### src/rtl/addsub_wb_stage.sv
// addsub_wb_stage
// Registered write-back stage behind the 16-bit add/sub unit. Results are
// held in a 2-entry skid buffer in front of the register-file write port.
// The stage also keeps the architectural status flags {N,Z,C,V} and a
// sticky overflow bit. Flags are updated when a result is accepted, not
// when it is written back.

module addsub_wb_stage #(
  parameter int WIDTH  = 16,
  parameter int DEST_W = 4
) (
  input  logic              clk,
  input  logic              rst,
  input  logic              in_valid,
  output logic              in_ready,
  input  logic [WIDTH-1:0]  in_y,
  input  logic              in_carry,
  input  logic              in_over,
  input  logic              in_sign,
  input  logic [DEST_W-1:0] in_dest,
  input  logic              in_flag_we,
  output logic              out_valid,
  input  logic              out_ready,
  output logic [WIDTH-1:0]  out_data,
  output logic [DEST_W-1:0] out_dest,
  output logic [3:0]        flags,
  output logic              sticky_ovf,
  input  logic              sticky_clr
);

  // Buffer occupancy
  typedef enum logic [1:0] {
    EMPTY = 2'd0,
    ONE   = 2'd1,
    TWO   = 2'd2
  } occ_t;

  occ_t state_q;
  occ_t state_d;

  logic              in_ready_q;
  logic              push;
  logic              pop;
  logic              load_head_in;
  logic              load_head_tail;
  logic              load_tail;

  logic [WIDTH-1:0]  head_data;
  logic [DEST_W-1:0] head_dest;
  logic [WIDTH-1:0]  tail_data;
  logic [DEST_W-1:0] tail_dest;

  logic [3:0]        flags_q;
  logic              sticky_q;
  logic              flag_n;
  logic              flag_z;

  // in_ready is a flop, so out_ready never reaches it combinationally.
  assign in_ready  = in_ready_q;
  assign out_valid = (state_q != EMPTY);
  assign push      = in_valid & in_ready_q;
  assign pop       = out_valid & out_ready;

  assign out_data   = head_data;
  assign out_dest   = head_dest;
  assign flags      = flags_q;
  assign sticky_ovf = sticky_q;

  // N only means "negative" for signed operations.
  assign flag_n = in_sign ? in_y[WIDTH-1] : 1'b0;
  assign flag_z = (in_y == '0);

  // Next occupancy and which storage registers load this cycle
  always_comb begin
    state_d        = state_q;
    load_head_in   = 1'b0;
    load_head_tail = 1'b0;
    load_tail      = 1'b0;
    case (state_q)
      EMPTY: begin
        if (push) begin
          load_head_in = 1'b1;
          state_d      = ONE;
        end
      end
      ONE: begin
        if (push && pop) begin
          load_head_in = 1'b1;
        end else if (push) begin
          load_tail = 1'b1;
          state_d   = TWO;
        end else if (pop) begin
          state_d = EMPTY;
        end
      end
      TWO: begin
        if (pop) begin
          load_head_tail = 1'b1;
          state_d        = ONE;
        end
      end
      default: begin
        state_d = EMPTY;
      end
    endcase
  end

  // Occupancy register and the registered ready derived from its next value
  always_ff @(posedge clk or posedge rst) begin
    if (rst) begin
      state_q    <= EMPTY;
      in_ready_q <= 1'b1;
    end else begin
      state_q    <= state_d;
      in_ready_q <= (state_d != TWO);
    end
  end

  // Head and tail entry storage
  always_ff @(posedge clk or posedge rst) begin
    if (rst) begin
      head_data <= '0;
      head_dest <= '0;
      tail_data <= '0;
      tail_dest <= '0;
    end else begin
      if (load_head_in) begin
        head_data <= in_y;
        head_dest <= in_dest;
      end else if (load_head_tail) begin
        head_data <= tail_data;
        head_dest <= tail_dest;
      end
      if (load_tail) begin
        tail_data <= in_y;
        tail_dest <= in_dest;
      end
    end
  end

  // Status flags follow accepted, flag-writing results
  always_ff @(posedge clk or posedge rst) begin
    if (rst) begin
      flags_q <= 4'b0000;
    end else if (push && in_flag_we) begin
      flags_q <= {flag_n, flag_z, in_carry, in_over};
    end
  end

  // Sticky overflow; a new overflow wins over a simultaneous clear
  always_ff @(posedge clk or posedge rst) begin
    if (rst) begin
      sticky_q <= 1'b0;
    end else if (push && in_flag_we && in_over) begin
      sticky_q <= 1'b1;
    end else if (sticky_clr) begin
      sticky_q <= 1'b0;
    end
  end

endmodule
### config.mk
export PLATFORM = sky130hd
export DESIGN_NAME = addsub_wb_stage
export DESIGN_NICKNAME = d
export VERILOG_FILES = /design/src/rtl/addsub_wb_stage.sv
export SDC_FILE = /design/constraint.sdc
export NUM_CORES = 1
export LEC_CHECK = 0
export ABC_CLOCK_PERIOD_IN_PS = 3800
export BUFFER_PORTS_ARGS = -buffer_cell sky130_fd_sc_hd__buf_2
export CAP_MARGIN = 20
export CORE_ASPECT_RATIO = 0.5
export CORE_UTILIZATION = 45
export CTS_BUF_LIST = sky130_fd_sc_hd__clkbuf_8
export CTS_CLUSTER_SIZE = 10
export DETAILED_ROUTE_END_ITERATION = 8
export PLACE_DENSITY_LB_ADDON = 0.05
export RECOVER_POWER = 100
export SYNTH_ARGS = -nofsm -noshare
export SYNTH_HDL_FRONTEND = slang
export SYNTH_SLANG_ARGS = --single-unit
### constraint.sdc
create_clock -name clk -period 3.8 [get_ports clk]
set_input_delay 0.19 -clock clk [delete_from_list [all_inputs] [get_ports clk]]
set_output_delay 0.19 -clock clk [all_outputs]
set_load 0.03 [all_outputs]
==> reports/results.tsv <==
stage	metric	value	unit
placed_design	dp_hpwl	2850	um
synthesis	synth_area_leader_cell	dfrtp_1	
synthesis	avgSynthCellArea	15.5	um2
floorplan	die_x	102	um
floorplan	io_pins	56	
placed_design	place_congestion	0.745	
sta	worst_pin_slew	1260	ps
clock_tree	cts.reportedPaths.clkPinSlew	80	ps
pwr	ir_worst_vdd	0.268	mV
synthesis	synth_edf_count	0	
floorplan	core	4590	um2
floorplan	chipHeight	52.1	um
layout	drive_gt1_share	28.5	%
placed_design	numPortBuffers	55	
worst_setup_path	path_max_fanout	20	
sta	setup_tns	0	ps
floorplan	start_util	49.2	%
synthesis	seq_area_frac_synth	53.2	%
layout	layout_commonest_cell	dfrtp_1	
synthesis	synthCells	146	
sta	fin_crit_sh	60.2	%
synthesis	synth_top_area_share	52.1	%
layout	fin_area	2590	um2
grt	grt_pass1_wl	6560	um
worst_setup_path	cp.required	3970	ps
clock_tree	worstSkewPairLatency	290	ps
synthesis	yosys_warnings	0	
synthesis	synthArstFlopShare	100	%
detailed_routing	drtIter0Drc	15	
worst_setup_path	cp-start-kind	flop	
detailed_routing	routed_wl	4130	um
sta	skew	6.98	ps
detailed_routing	drc	0	
clock_tree	cts.path.max_buffers	2	
sta	hold_viol_final	0	
run	max_cap_violations	0	
layout	mostFrequentLayoutCells	47 x dfrtp_1, 39 x mux2_1, 29 x clkbuf_1	
clock_tree	clock-sinks	48	
worst_setup_path	cp-end-kind	flop	
clock_tree	tritoncts.num_buffers	5	
clock_tree	hold_buffers	0	
detailed_routing	wire_per_inst	15.1	um
synthesis	synthesis.area	2260	um2
synthesis	yosys.cell_types.count	23	
clock_tree	post-cts-setup-buffers	0	
synthesis	syn_nets	175	
detailed_routing	route.vias.total	1374	
sta	clock.fmax	437	MHz
synthesis	ys_ff_latch	48	
sta	slew_headroom	15.8	%
layout	nNetsFinal	236	
clock_tree	htree_levels	2	
sta	setup_violations	0	
layout	syn2layout_area_growth	14.5	%
clock_tree	cts_resized	0	
worst_hold_path	min_path_type	input port to flop	
grt	overflow	0	
outcome	status	completed	
layout	antennaDiodeCount	0	
worst_setup_path	arrival	2460	ps
clock_tree	cts_tree	yes	
synthesis	ys.flop_type	dfrtp_1	
detailed_routing	viasPerCell	5.03	
synthesis	synthTopCellsByArea	dfrtp_1 52%, mux2_4 27%, mux2_1 10%	
sta	rsz0062_at_grt	no	
floorplan	dieArea	5320	um2
sta	fin_crit	2290	ps
pwr	power_density	777	nW/um2
grt	antenna_found_initial	0	
sta	maxSlewViolCount	0	
clock_tree	root_buffer	clkbuf_8	
detailed_routing	final_antenna_net_count	0	
floorplan	rows	17	
pwr	power.static_leakage	1.20	nW
grt	grt_pass1_vias	1349	
grt	grt_max_degree	49	
detailed_routing	dr.pass1.iters	3	
grt	track_usage	17.0	%
placed_design	place_area	2600	um2
worst_setup_path	worstSetupPathType	flop to flop	
pwr	p_total	2.01	mW
power breakdown:
part | internal [mW] | total, mW | switching [mW]
clock | 0.123 | 0.278 | 0.155
combinational | 0.385 | 0.865 | 0.481
sequential | 0.745 | 0.866 | 0.121
total | 1.25 | 2.01 | 0.757
cells in the mapped netlist (2+ instances only):
master and instances:
buf_2 2, buf_4 2, buf_6 2, dfrtp_1 47, inv_1 3, mux2_1 20
mux2_2 2, mux2_4 40, nand2_1 7, nand4_1 2, nor4_1 4, o21ai_0 3
or2_1 2
state kept, by name, summed over array words and instances, names as in the netlist:
| register | flops |
|---|---|
| in_ready | 1 |
| sticky_ovf | 1 |
| tail_data | 16 |
| flags | 4 |
| out_data | 16 |
| state_q | 2 |
| out_dest | 4 |
| tail_dest | 4 |
stage by stage:
step	std cells	util [%]	hold WS [ps]	setup WS, ps
final	273	56.3	86.9	1510
after global routing	273	56.3	82.3	1360
after CTS	271	58.2	75.7	2140
after detailed placement	264	56.5	408	2160
after global placement	264	56.5	367	2200
after floorplan	146	-	256	2240
critical path, cell delays in order (launching register included):
cell	delay (ps)
dfstp_1	580
nand2_1	90
nor3_1	140
clkbuf_1	950
mux2_1	400
layer usage:
metal  global-route usage [%]  vias to the layer above  part of all wire, %
met1                     22.4                      696                   48
met2                     27.9                       30                   47
met4                     5.00                        0                 0.70
met5                        0                        -                    0
li1                         -                      643                    -
met3                     4.44                        5                  4.1
final timing paths:
kind | from | to | slack (ps) | depth (start not counted)
max | in_ready | tail_dest[0] | 1510 | 4
min | sticky_clr | sticky_ovf | 90 | 2
max reg2reg | in_ready | tail_dest[0] | 1510 | 4
min reg2reg | tail_data[11] | tail_data[11] | 480 | 1
max in group asynchronous | rst | in_ready | 2880 | 4
min in group asynchronous | rst | out_dest[3] | 360 | 3
cell type report:
class	count	area, um2
Fill cell	430	2010
Sequential cell	48	1200
Multi-Input combinational cell	89	926
Timing Repair Buffer	60	287
Tap cell	66	82.6
Clock buffer	5	68.8
Inverter	3	11.3
Clock inverter	2	8.76
kinds of logic (layout without fill, tap and decap cells):
group,Yosys count,after routing,synth area share (%)
AND/OR/NAND/NOR,21,21,4.99
multiplexers,63,63,38.0
buffers and inverters,9,70,2.60
flip-flops,48,48,53.2
AO/OA/AOI/OAI,5,5,1.16
Power figures use the tool's default switching activity.
